==> config.mk <==
export PLATFORM = sky130hd
export DESIGN_NAME = dec2bin_seq
export DESIGN_NICKNAME = d
export VERILOG_FILES = /design/src/rtl/dec2bin_seq_pkg.sv /design/src/rtl/bcd_digit_mac.sv /design/src/rtl/dec2bin_seq.sv
export SDC_FILE = /design/constraint.sdc
export NUM_CORES = 1
export LEC_CHECK = 0
export CAP_MARGIN = 40
export CORE_ASPECT_RATIO = 1.4
export CORE_MARGIN = 2
export CORE_UTILIZATION = 50
export DETAILED_ROUTE_END_ITERATION = 8
export DONT_BUFFER_PORTS = 1
export GPL_TIMING_DRIVEN = 0
export SLEW_MARGIN = 20
export SYNTH_ARGS = -nofsm -noshare
export SYNTH_HDL_FRONTEND = slang
export SYNTH_SLANG_ARGS = --single-unit
==> constraint.sdc <==
create_clock -name clk -period 3.75 [get_ports clk]
set_clock_uncertainty 0.2 [all_clocks]
set_input_delay 1.125 -clock clk [delete_from_list [all_inputs] [get_ports clk]]
set_output_delay 1.125 -clock clk [all_outputs]
set_load 0.01 [all_outputs]
==> src/rtl/dec2bin_seq_pkg.sv <==
// Shared constants and state encoding for the sequential BCD-to-binary converter.
//   DIGIT_W  : bits per BCD digit (only 4 is supported)
//   BCD_MAX  : largest legal BCD digit value
//   state_e  : converter FSM states (IDLE=0, CONV=1, DONE=2)
package dec2bin_seq_pkg;

    localparam int DIGIT_W = 4;
    localparam int BCD_MAX = 9;

    typedef enum logic [1:0] {
        ST_IDLE = 2'd0,
        ST_CONV = 2'd1,
        ST_DONE = 2'd2
    } state_e;

endpackage

==> src/rtl/bcd_digit_mac.sv <==
// One multiply-accumulate step of decimal-to-binary conversion: acc*10 + digit.
// Purely combinational.
//   acc_i       : running binary accumulator (ACC_W bits)
//   digit_i     : next BCD digit, most significant first
//   acc_o       : acc_i*10 + digit_i, built as (acc<<3)+(acc<<1)+digit
//   digit_bad_o : digit_i is not a legal BCD digit (> 9)
//   ovf_o       : result has a bit set at or above OUT_W
module bcd_digit_mac
    import dec2bin_seq_pkg::*;
#(
    parameter int ACC_W       = 24,
    parameter int OUT_W       = 20,
    parameter int DIGIT_WIDTH = DIGIT_W
) (
    input  logic [ACC_W-1:0]       acc_i,
    input  logic [DIGIT_WIDTH-1:0] digit_i,
    output logic [ACC_W-1:0]       acc_o,
    output logic                   digit_bad_o,
    output logic                   ovf_o
);

    always_comb begin
        acc_o       = (acc_i << 3) + (acc_i << 1) + ACC_W'(digit_i);
        digit_bad_o = (digit_i > DIGIT_WIDTH'(BCD_MAX));
        // The 4 guard bits above OUT_W catch any step that leaves the result range.
        ovf_o       = |acc_o[ACC_W-1:OUT_W];
    end

endmodule

==> src/rtl/dec2bin_seq.sv <==
// Sequential BCD-to-binary converter, one digit per clock, MSD first.
//   clk     : system clock, rising edge
//   rst     : asynchronous active-high reset
//   start   : conversion request, accepted in IDLE or DONE
//   bcd_in  : COUNT packed BCD digits, digit COUNT-1 in the MSBs
//   bin_out : converted value (all ones on error), held between done pulses
//   busy    : high while digits are being consumed
//   done    : one-cycle pulse when bin_out/err are freshly updated
//   err     : invalid digit and/or overflow seen during the conversion
// A request sampled at edge N consumes digits on edges N+1..N+COUNT; the last
// of these moves to DONE, so done is high in the cycle after edge N+COUNT.
// A start in DONE restarts immediately, giving one result per COUNT+1 cycles.
module dec2bin_seq
    import dec2bin_seq_pkg::*;
#(
    parameter int COUNT       = 6,
    parameter int DATA_WIDTH  = 20,
    parameter int DIGIT_WIDTH = DIGIT_W
) (
    input  logic                         clk,
    input  logic                         rst,
    input  logic                         start,
    input  logic [COUNT*DIGIT_WIDTH-1:0] bcd_in,
    output logic [DATA_WIDTH-1:0]        bin_out,
    output logic                         busy,
    output logic                         done,
    output logic                         err
);

    localparam int SR_W  = COUNT * DIGIT_WIDTH;
    localparam int ACC_W = DATA_WIDTH + 4;
    localparam int IDX_W = (COUNT > 1) ? $clog2(COUNT) : 1;
    localparam logic [IDX_W-1:0] IDX_LAST = IDX_W'(COUNT - 1);

    state_e                 state_q, state_d;
    logic [SR_W-1:0]        shift_q, shift_d;
    logic [ACC_W-1:0]       acc_q, acc_d;
    logic [IDX_W-1:0]       idx_q, idx_d;
    logic                   err_acc_q, err_acc_d;
    logic [DATA_WIDTH-1:0]  bin_q, bin_d;
    logic                   err_q, err_d;

    logic [DIGIT_WIDTH-1:0] digit;
    logic [ACC_W-1:0]       mac_acc;
    logic                   mac_bad;
    logic                   mac_ovf;
    logic                   accept;
    logic                   last_digit;

    assign digit      = shift_q[SR_W-1 -: DIGIT_WIDTH];
    assign last_digit = (idx_q == '0);
    // A request is only honoured when not mid-conversion.
    assign accept     = start && (state_q != ST_CONV);

    bcd_digit_mac #(
        .ACC_W       (ACC_W),
        .OUT_W       (DATA_WIDTH),
        .DIGIT_WIDTH (DIGIT_WIDTH)
    ) u_mac (
        .acc_i       (acc_q),
        .digit_i     (digit),
        .acc_o       (mac_acc),
        .digit_bad_o (mac_bad),
        .ovf_o       (mac_ovf)
    );

    // ---------------- FSM: state register ----------------
    always_ff @(posedge clk or posedge rst) begin
        if (rst) state_q <= ST_IDLE;
        else     state_q <= state_d;
    end

    // ---------------- FSM: next state ----------------
    always_comb begin
        state_d = state_q;
        case (state_q)
            ST_IDLE: if (start) state_d = ST_CONV;
            ST_CONV: if (last_digit) state_d = ST_DONE;
            ST_DONE: state_d = start ? ST_CONV : ST_IDLE;
            default: state_d = ST_IDLE;
        endcase
    end

    // ---------------- FSM: outputs ----------------
    always_comb begin
        busy = (state_q == ST_CONV);
        done = (state_q == ST_DONE);
    end

    assign bin_out = bin_q;
    assign err     = err_q;

    // ---------------- datapath next state ----------------
    always_comb begin
        shift_d   = shift_q;
        acc_d     = acc_q;
        idx_d     = idx_q;
        err_acc_d = err_acc_q;
        bin_d     = bin_q;
        err_d     = err_q;
        if (accept) begin
            shift_d   = bcd_in;
            acc_d     = '0;
            idx_d     = IDX_LAST;
            err_acc_d = 1'b0;
        end else if (state_q == ST_CONV) begin
            shift_d   = shift_q << DIGIT_WIDTH;
            acc_d     = mac_acc;
            idx_d     = idx_q - 1'b1;
            err_acc_d = err_acc_q | mac_bad | mac_ovf;
            // Results are committed on the edge that enters DONE, using the
            // final MAC step directly so no extra cycle is spent.
            if (last_digit) begin
                err_d = err_acc_d;
                bin_d = err_acc_d ? '1 : mac_acc[DATA_WIDTH-1:0];
            end
        end
    end

    // ---------------- datapath registers ----------------
    always_ff @(posedge clk or posedge rst) begin
        if (rst) begin
            shift_q   <= '0;
            acc_q     <= '0;
            idx_q     <= '0;
            err_acc_q <= 1'b0;
            bin_q     <= '0;
            err_q     <= 1'b0;
        end else begin
            shift_q   <= shift_d;
            acc_q     <= acc_d;
            idx_q     <= idx_d;
            err_acc_q <= err_acc_d;
            bin_q     <= bin_d;
            err_q     <= err_d;
        end
    end

endmodule

==> impl_metrics.json <==
{
  "clockRootBuffer": "clkbuf_16",
  "die_w_um": 83.57,
  "syn_inst": 455,
  "layout_common_cells": "dfrtp_1, o21ai_0, ha_1, nor2_1, nand2_1",
  "cts_hold_buffers": 0,
  "hp-class": "flop to flop",
  "clock.fmax_ghz": 0.2873,
  "yosysUniqueCellTypes": 54,
  "path_class": "flop to flop",
  "globalplace.congestion": 0.8379,
  "dp_slack_ns": -0.1671,
  "r2r-start": "shift_q[22]",
  "drv_slew": 0,
  "grt_pass1_wl_um": 17190,
  "p_per_area_nw_per_um2": 1023,
  "yosysWarnings": 0,
  "rsz0062_at_grt": "no",
  "io_pins": 50,
  "total_power_w": 0.005103,
  "grt-ovfl-total": 0,
  "fin_crit_sh_pct": 92.81,
  "drt-initial-drc-count": 143,
  "cts_max_level": 3,
  "period_needed_ns": 3.480,
  "dr.pass1.iters": 4,
  "setup_ws_ns": 0.2698,
  "postLayoutCellArea_um2": 4987,
  "post-dp-hpwl_um": 7465,
  "drtAntennaViolNets": 0,
  "nets": 549,
  "grt_pass1_vias": 3586,
  "via_count": 3410,
  "met1_usage_pct": 26.61,
  "cts_sinks": 74,
  "synth_area_um2": 4432,
  "grt_usage_pct": 22.60,
  "irDropWorstVdd_uv": 478.9,
  "num_rows": 40,
  "holdCritStartpoint": "idx_q[0]",
  "ys.flop_type": "dfrtp_1",
  "place_area_um2": 4593,
  "dieArea_um2": 9644,
  "grt.met3_usage_pct": 4.020,
  "critPathLaunchType": "flop",
  "tritoncts": "built",
  "path_clk_slew_ns": 0.06,
  "required_ns": 3.81,
  "yosysSeqAreaShare_pct": 41.78,
  "synth_edf_count": 0,
  "multi_input_area_um2": 2454,
  "worstSetupEndpointType": "flop",
  "reg2reg_to": "bin_out[2]",
  "viasPerCell": 5.839,
  "reg2regPathDepth": 13,
  "core_um2": 8608,
  "antenna_found_initial": 0,
  "cts-buffers-inserted": 9,
  "leakage_nw": 2.255,
  "setup_viol": 0,
  "finalSetupTns_ns": 0,
  "start_util_pct": 51.48,
  "num_antenna_cells": 0,
  "cap_violations": 0,
  "maxSlewHeadroom_pct": 53.71,
  "drive_gt1_share_pct": 12.94,
  "worstHoldPathCells": 1,
  "dieHeight_um": 115.4,
  "ys_ff_latch": 74,
  "critPathMaxFanout": 5,
  "final-seq-area_um2": 1852,
  "holdPathEnd": "idx_q[0]",
  "cts.path.max_buffers": 2,
  "routed_wirelength_um": 10230,
  "final_cells": 584,
  "place_inst": 561,
  "cp.arrival_ns": 3.54,
  "grt_util_met2_pct": 39.79,
  "postSynth.asyncResetShare_pct": 100.0,
  "grt_max_degree": 45,
  "layout_commonest_cell": "dfrtp_1",
  "tightest_slew_ns": 0.6944,
  "avgSynthCellArea_um2": 9.740,
  "synth_nets": 528,
  "io_buffers": 0,
  "area_delta_synth_final_pct": 12.54,
  "r2r_slack_ns": 0.27,
  "fillers": 768,
  "run_status": "finished, final reports clean",
  "clk_latency_ns": 0.33,
  "final_hold_viol_count": 0,
  "wl_per_cell_um": 17.52,
  "busiest_layer": "met2",
  "drcViolationCount": 0
}
-- timing repair --
action	CTS	global route
gates cloned	1	0
pin swaps	2	8
endpoints found under the setup margin	20	20
resized for setup	5	2
buffers inserted	3	5
-- layout make-up --
type,instances,share of cell area (%)
clock inverter,3,0.8028
tap,105,2.634
clock buffer,11,5.068
timing repair buffer,10,1.907
buffer,23,2.082
multi-input combinational,343,49.20
inverter,15,1.179
sequential,74,37.13
-- registers in the layout, summed over array words and instances (netlist names) --
| signal | cells |
|---|---|
| bin_out | 20 |
| acc_q | 23 |
| err_acc_q | 1 |
| err | 1 |
| idx_q | 3 |
| shift_q | 24 |
| state_q | 2 |
-- power by group --
part | internal (W) | total, W | switching (W)
sequential | 0.00116 | 0.00146 | 0.000306
clock | 0.000542 | 0.000869 | 0.000327
combinational | 0.00107 | 0.00277 | 0.00170
-- Yosys cell counts, drive strengths merged, types with 14 or more instances --
cell | number | area, µm²
nand3 | 30 | 150.1
clkbuf | 17 | 63.81
nor2 | 33 | 123.9
inv | 14 | 52.55
nand2 | 32 | 120.1
ha | 44 | 550.5
mux2i | 25 | 250.2
a21oi | 41 | 242.7
o21ai | 58 | 294.0
dfrtp | 74 | 1852
-- per-stage QoR --
step / util, % / hold slack (ns)
after global placement: 53.01 / 0.2623
after floorplan: - / 0.2445
after detailed placement: 53.36 / 0.2703
after global routing: 57.94 / 0.3126
final: 57.94 / 0.2746
after CTS: 57.43 / 0.2780
-- worst max-delay path, cell delays in order, from the launching register on --
cell,delay (ns)
dfrtp_1,0.40
ha_1,0.30
ha_1,0.24
fa_2,0.41
a21o_1,0.21
a221oi_4,0.33
o211a_1,0.24
nor3_1,0.07
or3b_1,0.40
nand2_2,0.11
nor4_4,0.04
buf_4,0.14
buf_4,0.17
a21oi_2,0.13
-- layer usage --
layer / vias to the layer above / share of wire (%)
met5: - / 0
li1: 1664 / -
met3: 18 / 4.0
met2: 65 / 51
met1: 1663 / 43
met4: 0 / 2.3
-- how the worst max path moves through the flow --
stage,start,to,slack (ns),cells past startpoint
final,shift_q[22],bin_out[2],0.27,13
after global routing,acc_q[0],bin_out[4],0.05,12
after CTS,shift_q[23],bin_out[11],0.03,12
after detailed placement,shift_q[23],bin_out[17],-0.17,11
after global placement,rst,acc_q[17],-0.27,1
after floorplan,shift_q[23],bin_out[17],0.40,11
-- kinds of logic after synthesis --
kind of cell | Yosys count | synth area share, %
compound gates | 129 | 18.55
xor+xnor | 18 | 3.558
fa+ha+maj | 46 | 13.33
buf+inv | 38 | 3.614
flops | 74 | 41.78
mux | 25 | 5.647
simple gates | 125 | 13.52
Power figures use the tool's default switching activity.
